===== config.mk =====
export PLATFORM = sky130hd
export DESIGN_NAME = spi_xfer_ctrl
export DESIGN_NICKNAME = d
export VERILOG_FILES = /design/src/rtl/spi_xfer_ctrl.sv
export SDC_FILE = /design/constraint.sdc
export NUM_CORES = 1
export LEC_CHECK = 0
export CAP_MARGIN = 20
export CORE_MARGIN = 2
export CORE_UTILIZATION = 35
export DETAILED_ROUTE_END_ITERATION = 6
export PLACE_DENSITY = 0.59
export SLEW_MARGIN = 10
export SYNTH_ARGS = -nofsm -noshare
export SYNTH_HDL_FRONTEND = slang
export SYNTH_SLANG_ARGS = --single-unit

===== constraint.sdc =====
create_clock -name clk2 -period 4 [get_ports clk2]
set_clock_uncertainty 0.15 [all_clocks]
set_input_delay 0.8 -clock clk2 [delete_from_list [all_inputs] [get_ports clk2]]
set_output_delay 0.8 -clock clk2 [all_outputs]
set_load 0.02 [all_outputs]

===== src/rtl/spi_xfer_ctrl.sv =====
// spi_xfer_ctrl: sequences a valid/ready byte stream onto a byte-level SPI
// master. It owns chip select, spaces bytes with setup/gap/hold/idle timing,
// hands each received byte back with its last flag and flags a master that
// never goes busy.
module spi_xfer_ctrl #(
    parameter int CS_SETUP = 2,
    parameter int CS_HOLD  = 2,
    parameter int GAP      = 0,
    parameter int CS_IDLE  = 2
) (
    input  logic       clk2,
    input  logic       rst,
    input  logic [7:0] tx_data,
    input  logic       tx_last,
    input  logic       tx_valid,
    output logic       tx_ready,
    output logic [7:0] rx_data,
    output logic       rx_valid,
    output logic       rx_last,
    output logic       csn,
    output logic       active,
    output logic       err,
    output logic [7:0] spi_din,
    output logic       spi_start,
    input  logic       spi_busy,
    input  logic [7:0] spi_dout
);

    // One shared sequencing counter covers setup, gap, hold and the busy
    // timeout (which needs to count to 2), so it is sized for the largest.
    localparam int MAX_SH  = (CS_SETUP > CS_HOLD) ? CS_SETUP : CS_HOLD;
    localparam int MAX_SHG = (MAX_SH > GAP) ? MAX_SH : GAP;
    localparam int SEQ_MAX = (MAX_SHG > 2) ? MAX_SHG : 2;
    localparam int CNT_W   = $clog2(SEQ_MAX) + 1;
    localparam int IDLE_W  = $clog2((CS_IDLE > 1) ? CS_IDLE : 1) + 1;

    typedef enum logic [2:0] {
        S_IDLE    = 3'd0,
        S_SETUP   = 3'd1,
        S_START   = 3'd2,
        S_WAIT_HI = 3'd3,
        S_WAIT_LO = 3'd4,
        S_GAP     = 3'd5,
        S_NEXT    = 3'd6,
        S_HOLD    = 3'd7
    } state_t;

    state_t            state_r;
    logic [CNT_W-1:0]  cnt_r;
    logic [IDLE_W-1:0] idle_cnt_r;
    logic [7:0]        data_r;
    logic              last_r;
    logic              accept_s;

    // The master is never reset, so IDLE also waits for it to go quiet.
    assign tx_ready = !rst && (((state_r == S_IDLE) && (idle_cnt_r == {IDLE_W{1'b0}}) && !spi_busy)
                               || (state_r == S_NEXT));
    assign accept_s = tx_valid && tx_ready;

    // Transaction sequencer with registered outputs.
    always_ff @(posedge clk2) begin
        if (rst) begin
            state_r    <= S_IDLE;
            cnt_r      <= {CNT_W{1'b0}};
            idle_cnt_r <= IDLE_W'(CS_IDLE);
            data_r     <= 8'h00;
            last_r     <= 1'b0;
            csn        <= 1'b1;
            active     <= 1'b0;
            err        <= 1'b0;
            rx_data    <= 8'h00;
            rx_valid   <= 1'b0;
            rx_last    <= 1'b0;
            spi_din    <= 8'h00;
            spi_start  <= 1'b0;
        end else begin
            rx_valid  <= 1'b0;
            spi_start <= 1'b0;
            case (state_r)
                S_IDLE: begin
                    if (idle_cnt_r != {IDLE_W{1'b0}}) begin
                        idle_cnt_r <= idle_cnt_r - IDLE_W'(1);
                    end
                    if (accept_s) begin
                        data_r <= tx_data;
                        last_r <= tx_last;
                        csn    <= 1'b0;
                        active <= 1'b1;
                        err    <= 1'b0;
                        cnt_r  <= {CNT_W{1'b0}};
                        if (CS_SETUP == 0) begin
                            state_r   <= S_START;
                            spi_start <= 1'b1;
                            spi_din   <= tx_data;
                        end else begin
                            state_r <= S_SETUP;
                        end
                    end
                end
                S_SETUP: begin
                    if (cnt_r == CNT_W'(CS_SETUP - 1)) begin
                        state_r   <= S_START;
                        spi_start <= 1'b1;
                        spi_din   <= data_r;
                    end else begin
                        cnt_r <= cnt_r + CNT_W'(1);
                    end
                end
                S_START: begin
                    // spi_start is high for exactly this one cycle
                    state_r <= S_WAIT_HI;
                    cnt_r   <= {CNT_W{1'b0}};
                end
                S_WAIT_HI: begin
                    if (spi_busy) begin
                        state_r <= S_WAIT_LO;
                    end else if (cnt_r == CNT_W'(1)) begin
                        // master never acknowledged the start: abandon the byte
                        err   <= 1'b1;
                        cnt_r <= {CNT_W{1'b0}};
                        if (CS_HOLD == 0) begin
                            state_r    <= S_IDLE;
                            csn        <= 1'b1;
                            active     <= 1'b0;
                            idle_cnt_r <= IDLE_W'(CS_IDLE);
                        end else begin
                            state_r <= S_HOLD;
                        end
                    end else begin
                        cnt_r <= cnt_r + CNT_W'(1);
                    end
                end
                S_WAIT_LO: begin
                    if (!spi_busy) begin
                        rx_data  <= spi_dout;
                        rx_valid <= 1'b1;
                        rx_last  <= last_r;
                        cnt_r    <= {CNT_W{1'b0}};
                        if (last_r) begin
                            if (CS_HOLD == 0) begin
                                state_r    <= S_IDLE;
                                csn        <= 1'b1;
                                active     <= 1'b0;
                                idle_cnt_r <= IDLE_W'(CS_IDLE);
                            end else begin
                                state_r <= S_HOLD;
                            end
                        end else if (GAP > 0) begin
                            state_r <= S_GAP;
                        end else begin
                            state_r <= S_NEXT;
                        end
                    end
                end
                S_GAP: begin
                    if (cnt_r == CNT_W'(GAP - 1)) begin
                        state_r <= S_NEXT;
                    end else begin
                        cnt_r <= cnt_r + CNT_W'(1);
                    end
                end
                S_NEXT: begin
                    // CSn stays low here for as long as the source stalls
                    if (accept_s) begin
                        data_r    <= tx_data;
                        last_r    <= tx_last;
                        state_r   <= S_START;
                        spi_start <= 1'b1;
                        spi_din   <= tx_data;
                    end
                end
                S_HOLD: begin
                    if (cnt_r == CNT_W'(CS_HOLD - 1)) begin
                        state_r    <= S_IDLE;
                        csn        <= 1'b1;
                        active     <= 1'b0;
                        idle_cnt_r <= IDLE_W'(CS_IDLE);
                        cnt_r      <= {CNT_W{1'b0}};
                    end else begin
                        cnt_r <= cnt_r + CNT_W'(1);
                    end
                end
                default: begin
                    state_r <= S_IDLE;
                    csn     <= 1'b1;
                    active  <= 1'b0;
                end
            endcase
        end
    end

endmodule

=== After elaboration in Yosys (flattened, before gate mapping) ===
Index checks and enable logic that the tools add are counted.

* Add/subtract/negate cells: 2
* Equality and inequality tests: 21
* $lt $le $gt $ge: 0
* Mux-type cells: 35
* Reduce and logical (&&, ||, !) cells: 24
* $mul: 0
* Bitwise logic cells: 2
* Shift operators: 0
* Div/mod/pow operators: 0

{| class="wikitable"
|+ Operator list
! cell !! count
|-
| $mux 3 || 8
|-
| $pmux 3 s8 || 1
|-
| $ne 2x2->1 const B || 10
|-
| $mux 2 || 8
|-
| $mux 8 || 2
|-
| $pmux 8 s2 || 1
|-
| $pmux 2 s7 || 1
|-
| $eq 3x3->1 const B || 4
|-
| $mux 1 || 9
|-
| $reduce_and 3->1 || 3
|-
| $pmux 1 s2 || 4
|-
| $reduce_bool 2->1 || 4
|-
| $reduce_and 7->1 || 1
|-
| $reduce_bool 7->1 || 1
|-
| $eq 3x2->1 const B || 2
|-
| $reduce_and 6->1 || 1
|-
| $logic_and 1x1->1 || 4
|-
| $pmux 2 s2 || 1
|-
| $reduce_and 2->1 || 2
|-
| $reduce_and 4->1 || 1
|-
| $reduce_or 2->1 || 2
|-
| $eq 3x1->1 const B || 1
|-
| $logic_not 3->1 || 1
|-
| $ne 3x3->1 const B || 1
|-
| 9 further kinds || 11
|}

* Register bits: 38
* Logic and storage cells: 97
* Bits in latches: 0
* Memories: 0
* Bits in read-only memories: 0
* RAM bits: 0
* Output and inout bits: 23
* Input port bits: 21

=== Logic depth before layout (Yosys ltp) ===
Gate-level depths: netlist (run 1).

* Word-level depth: 8
* Depth in mapped cells: 7
* Mapped depth without buffers: 6

=== Least setup slack after synthesis (run 1) ===
Ideal clock, no wire load.

* Kind: input port to output port
* Start: input port spi_busy
* End: output port tx_ready
* Path buffers: 1
* Required time: 3.050 ns
* Arrival time: 1.742 ns
* Setup slack: 1.308 ns
* Stages: 4
* Path through: buf_2 -> nor4b_2 -> nor2_1 -> nor3_1

* Word-level cells in the longest chain between the ends: 4

{| class="wikitable"
|+ RTL lines
! element !! RTL line !! RTL
|-
| start: declaration || 25 || <nowiki>input logic spi_busy,</nowiki>
|-
| $logic_not 1->1 || - ||
|-
| $logic_and 1x1->1 || 56 || <nowiki>assign tx_ready = !rst && (((state_r == S_IDLE) && (idle_cnt_r == {IDLE_W{1'b0}}) && !spi_busy)</nowiki>
|-
| $logic_or 1x1->1 || 57 || <nowiki>|| (state_r == S_NEXT));</nowiki>
|-
| $logic_and 1x1->1 || 56 ||
|-
| end: declaration || 16 || <nowiki>output logic tx_ready,</nowiki>
|}

No other way between the ends.

=== Worst setup path in the final report (run 1) ===
Same ends and word-level chain as after synthesis.

==> flow_summary_export.csv, run 1 <==
group,metric,value,unit
run_status,status,"completed",
clock_tree,path_clk_slew,70,ps
floorplan,fp-row-count,26,
synthesis,ys_ff_latch,38,
floorplan,chipWidth,76.27,um
timing,setup_viol,0,
placement,dpl_cell_area,2247,um2
grt,grt_overflow_total,0,
setup_path,worst-path-max-fanout,11,
synthesis,ys_warn_count,0,
timing,hold_viol_final,0,
timing,timing.setup.tns,0,ps
detailed_routing,num_vias,1495,
clock_tree,post_cts_buffers,0,
clock_tree,cts_resized,0,
synthesis,syn_area,1828,um2
setup_path,worst_setup_path_start_kind,"primary input",
floorplan,start_util,36.02,%
run,maxCapViolCount,0,
timing,rsz0062_at_grt,"no",
synthesis,synth-edff-count,0,
setup_path,cp.required,3050,ps
worst_hold_path,hold_path.class,"reg -> reg",
timing,period_needed,3550,ps
placement,portBuffers,43,
grt,grt_max_degree,43,
timing,max-slew-margin-rel,53.04,%
setup_path,cp_common_cell,"clkdlybuf4s50_1",
setup_path,worstSetupPathType,"in -> out",
placement,hpwl,2479,um
synthesis,async_reset_ff_share,0,%
power_and_ir_drop,p_leak,0.8470,nW
floorplan,die_y,76.27,um
floorplan,ios,44,
setup_path,critPathMaxStageDelay,640,ps
clock_tree,clk_path_buf_depth,2,
setup_path,worstPathCellList,"clkdlybuf4s50_1 > nor4b_2 > nor2_1 > nor3_1 > clkdlybuf4s50_1",
synthesis,syn-num-nets,226,
grt,grt_pass1_vias,1430,
timing,tightestPinTransition,704.4,ps
synthesis,avgSynthCellArea,9.095,um2
clock_tree,clock_latency,280,ps
final_layout,diodes,0,
clock_tree,root_buffer,"clkbuf_8",
final_layout,area_growth,27.10,%
final_layout,fin_nets,262,
setup_path,crit_buf_inv,2,
setup_path,critPathArrivalTime,2600,ps
timing,report.final.slew_viol_count,0,
clock_tree,postCtsHoldBufs,0,
setup_path,reg2reg_depth,4,
placement,place_congestion,0.7696,
detailed_routing,firstDrtPassIters,4,
setup_path,cp_slowest_cell,"clkdlybuf4s50_1",
synthesis,synth_sequential_area_ratio,41.62,%
final_layout,drive_gt1_share,7.173,%
detailed_routing,drtAntennaViolNets,0,
detailed_routing,vias_per_cell,4.870,
clock_tree,cts.sink_count,38,
final_layout,stdcell_area,2323,um2
grt,grt_pass1_wl,6486,um
timing,timing.final.crit_share,88.75,%
synthesis,ys.flop_type,"dfxtp_1",
floorplan,core_area,5075,um2
detailed_routing,drt-total-wl,3765,um
final_layout,fillers,518,
setup_path,crit_family,"buffers and inverters",
synthesis,synth_cells,201,
power_and_ir_drop,powerDensity,420.3,nW/um2
clock_tree,numCtsBuffers,5,
detailed_routing,drc,0,
detailed_routing,drt-initial-drc-count,61,
grt,grt_usage,13.60,%
clock_tree,tritoncts,"yes",
detailed_routing,routedWlPerCell,12.26,um
final_layout,final_cell_mix,"clkdlybuf4s50_1 (43), dfxtp_1 (38), nor2_1 (26)",
grt,antenna_found_initial,0,
setup_path,worstSetupPathDepth,5,
worst_hold_path,holdPathStages,2,
clock_tree,cts_max_level,2,
power_and_ir_drop,peakVddDrop,0.1892,mV
timing,fmax,281.7,MHz
synthesis,ys_types,41,
floorplan,die_area,5817,um2
final_layout,final_common_cell,"clkdlybuf4s50_1",
setup_path,cp-end-kind,"output pin",
[cell families (layout without fill, tap and decap cells)]
kind of cell	after synthesis	count (layout)	synth area share, %
muxes	19	19	10.40
DFF	38	38	41.62
and+or+nand+nor	78	78	21.77
AOI/OAI and AO/OA	39	39	15.81
buffers and inverters	23	59	7.666
adders and majority gates	4	4	2.738
[power breakdown]
part / total, mW / internal, mW / switching, mW / leakage [nW]
clock network: 0.241 / 0.120 / 0.121 / 0.0383
logic: 0.286 / 0.135 / 0.152 / 0.502
registers: 0.449 / 0.409 / 0.0402 / 0.307
total: 0.976 / 0.664 / 0.313 / 0.847
[path summary, 6_finish.rpt]
path               from         end  slack, ps
min          rx_data[4]  rx_data[4]        300
max            spi_busy    tx_ready        450
max reg2reg  state_r[2]  spi_din[4]       1640
min reg2reg  rx_data[4]  rx_data[4]        300
[metrics by stage]
| stage | hold WS, ps | total power, mW | worst slack (ps) | util (%) | std cells |
|---|---|---|---|---|---|
| after CTS | 306.2 | 0.9919 | 443.8 | 45.78 | 307 |
| after detailed placement | 296.1 | 0.7463 | 454.8 | 44.28 | 300 |
| final | 303.3 | 0.9765 | 450.1 | 45.78 | 307 |
| after global placement | 290.1 | 0.7448 | 466.4 | 44.28 | 300 |
| after global routing | 325.8 | 1.047 | 380.4 | 45.78 | 307 |
| after floorplan | 294.4 | 0.6839 | 1308 | - | 201 |
[tightest hold or removal path, cell delays in order (launching register included)]
cell and delay, ps:
dfxtp_1 310, nand2_1 50, a21oi_1 50
[cell usage after synthesis (2+ instances only)]
cell type  count  area [um2]
o2111ai_1      2       17.52
nor4_1         2       12.51
o21bai_1       2       15.01
o21ai_0        3       15.01
nor3_1         6       30.03
nor2_1        26       97.59
ha_1           4       50.05
o21ba_2        2       20.02
nor2b_1        3       18.77
inv_1          7       26.28
clkbuf_1       5       18.77
buf_2          4       20.02
nand3b_1       3       22.52
nand2_1       20       75.07
nand2b_1       5       31.28
a211oi_1       8       60.06
or4_1          2       15.01
buf_6          6       67.56
dfxtp_1       38       760.7
a21oi_1       14       70.07
mux2i_1       19       190.2
[state kept, by name (all words and copies together), names as in the netlist]
register / flops
active: 1
cnt_r: 2
csn: 1
data_r: 8
err: 1
idle_cnt_r: 2
last_r: 1
rx_data: 8
rx_last: 1
rx_valid: 1
spi_din: 8
spi_start: 1
state_r: 3
[routing by layer]
| layer | share of wire [%] | global-route usage, % | vias to the layer above | wire length [um] |
|---|---|---|---|---|
| met4 | 1.6 | 5.091 | 0 | 61 |
| met1 | 46 | 17.17 | 681 | 1742 |
| li1 | - | - | 773 | - |
| met2 | 47 | 22.12 | 35 | 1762 |
| met3 | 5.3 | 3.791 | 6 | 199 |
| met5 | 0 | 0 | - | 0 |
[layout make-up]
cell class,count,area [um2],share of cell area [%]
tap,70,87.58,3.770
multi-input combinational,140,927.1,39.90
inverter,7,26.28,1.131
timing repair buffer,45,445.4,19.17
clock buffer,7,76.32,3.285
sequential,38,760.7,32.74
Power figures use the tool's default switching activity.
==> run 2, diff against run 1 <==
--- a/config.mk
+++ b/config.mk
@@ -9,6 +9,7 @@
 export CORE_MARGIN = 2
 export CORE_UTILIZATION = 35
 export DETAILED_ROUTE_END_ITERATION = 6
+export GPL_ROUTABILITY_DRIVEN = 1
 export PLACE_DENSITY = 0.59
 export SLEW_MARGIN = 10
 export SYNTH_ARGS = -nofsm -noshare
==> results of run 2 <==
Final layout, timing and power as in run 1 (identical DEF).
==> run 3, diff against run 2 <==
==> constraint.sdc (replaced) <==
create_clock -name clk2 -period 4.5 [get_ports clk2]
set_clock_uncertainty 0.15 [all_clocks]
set_input_delay 1.125 -clock clk2 [delete_from_list [all_inputs] [get_ports clk2]]
set_output_delay 1.125 -clock clk2 [all_outputs]
set_load 0.02 [all_outputs]
==> flow_summary_export.csv, run 3 (synthesized netlist as in run 1, its figures left out) <==
group,metric,value,unit
run_status,status,"completed",
clock_tree,postCtsHoldBufs,0,
setup_path,startpoint,"spi_busy",
clock_tree,post_cts_buffers,0,
clock_tree,clock_latency,280,ps
placement,hpwl,2445,um
detailed_routing,drtAntennaViolNets,0,
grt,busiest_layer,"met2",
final_layout,top_regs,"data_r x8, rx_data x8, spi_din x8",
timing,report.final.slew_viol_count,0,
setup_path,r2r_slack,1870,ps
grt,grt_overflow_total,0,
detailed_routing,drc,0,
detailed_routing,num_vias,1478,
setup_path,r2r_end,"spi_din[1]",
grt,grt_util_met1,17.62,%
power_and_ir_drop,peakVddDrop,0.2340,mV
timing,rsz0062_at_grt,"no",
grt,grt_pass1_vias,1345,
timing,fmax,252.9,MHz
grt,antenna_found_initial,0,
clock_tree,clk_path_buf_depth,2,
clock_tree,root_buffer,"clkbuf_8",
grt,met3_usage,3.673,%
timing,hold_viol_final,0,
placement,portBuffers,43,
timing,setup_viol,0,
detailed_routing,drt-initial-drc-count,80,
setup_path,worst_setup_path_start_kind,"primary input",
setup_path,worst-path-max-fanout,2,
setup_path,worstSetupPathType,"in -> out",
placement,place_congestion,0.7331,
timing,setup_slack,545.3,ps
power_and_ir_drop,power,0.8778,mW
clock_tree,cts_resized,0,
detailed_routing,drt-total-wl,3638,um
floorplan,chipWidth,76.27,um
floorplan,ios,44,
timing,period_needed,3955,ps
final_layout,area_growth,27.93,%
setup_path,critPathArrivalTime,2680,ps
setup_path,critPathCapture,"tx_ready",
final_layout,utilization,46.08,%
final_layout,drive_gt1_share,7.983,%
floorplan,fp-row-count,26,
timing,timing.final.crit_share,87.88,%
final_layout,fin_nets,262,
final_layout,final_cell_mix,"clkdlybuf4s50_1 (43), dfxtp_1 (38), nor2_1 (26)",
power_and_ir_drop,powerDensity,375.4,nW/um2
worst_hold_path,hold_path.class,"reg -> reg",
clock_tree,cts.sink_count,38,
final_layout,diodes,0,
floorplan,core_area,5075,um2
final_layout,final_common_cell,"clkdlybuf4s50_1",
grt,use_met2,20.35,%
setup_path,cp-end-kind,"output pin",
setup_path,reg2reg_depth,4,
grt,grt_usage,12.97,%
power_and_ir_drop,p_leak,0.8564,nW
setup_path,reg2reg_from,"state_r[1]",
timing,max-slew-margin-rel,45.40,%
clock_tree,path_clk_slew,70,ps
timing,tightestPinTransition,817.8,ps
clock_tree,numCtsBuffers,5,
detailed_routing,vias_per_cell,4.799,
floorplan,die_y,76.27,um
detailed_routing,routedWlPerCell,11.81,um
grt,grt_max_degree,43,
run,maxCapViolCount,0,
floorplan,start_util,36.02,%
floorplan,die_area,5817,um2
timing,timing.setup.tns,0,ps
clock_tree,tritoncts,"yes",
detailed_routing,firstDrtPassIters,4,
setup_path,cp.required,3220,ps
clock_tree,cts_max_level,2,
placement,pre_cts_slack,521.9,ps
grt,grt_pass1_wl,6258,um
[run 3: cell count changes in the layout (fill, tap and decap cells not counted), sizes merged]
cell and delta:
clkinv +1
[run 3: area by class of cell]
class / count / area, um2
fill: 551 / 2736
clock buffer: 7 / 86.33
multi-input combinational: 140 / 927.1
timing repair buffer: 45 / 445.4
sequential: 38 / 760.7
tap: 70 / 87.58
inverter: 7 / 26.28
clock inverter: 1 / 5.005
[run 3: worst min-delay path by stage]
stage                           from          to  slack, ps  cells past startpoint
final                     rx_data[2]  rx_data[2]        300                      2
after global routing      rx_data[2]  rx_data[2]        330                      2
after CTS                 rx_data[4]  rx_data[4]        310                      2
after detailed placement  rx_data[4]  rx_data[4]        300                      2
after global placement    rx_data[4]  rx_data[4]        290                      2
after floorplan               last_r     rx_last        290                      2
[run 3: layer usage]
metal	vias up	routed length, um
met3	4	140
met4	0	29
met1	675	1772
met2	29	1695
li1	770	-
met5	-	0
[run 3: worst max-delay path, cell delays in order]
cell	delay, ps
clkdlybuf4s50_1	430
nor4b_2	250
nor2_1	100
nor3_1	140
clkdlybuf4s50_1	640
[run 3: per-stage QoR]
stage / cell area (um2) / hold slack [ps] / cells
finish: 2338 / 303.0 / 308
global route: 2338 / 332.9 / 308
CTS: 2338 / 306.6 / 308
detailed placement: 2247 / 296.1 / 300
global placement: 2247 / 292.3 / 300
floorplan: 1828 / 294.4 / 201
[run 3: power breakdown]
| part | switching, mW | leakage [nW] | internal, mW |
|---|---|---|---|
| Combinational | 0.108 | 0.501 | 0.116 |
| Clock | 0.109 | 0.0482 | 0.123 |
| Sequential | 0.0579 | 0.307 | 0.364 |
| Total | 0.275 | 0.856 | 0.603 |
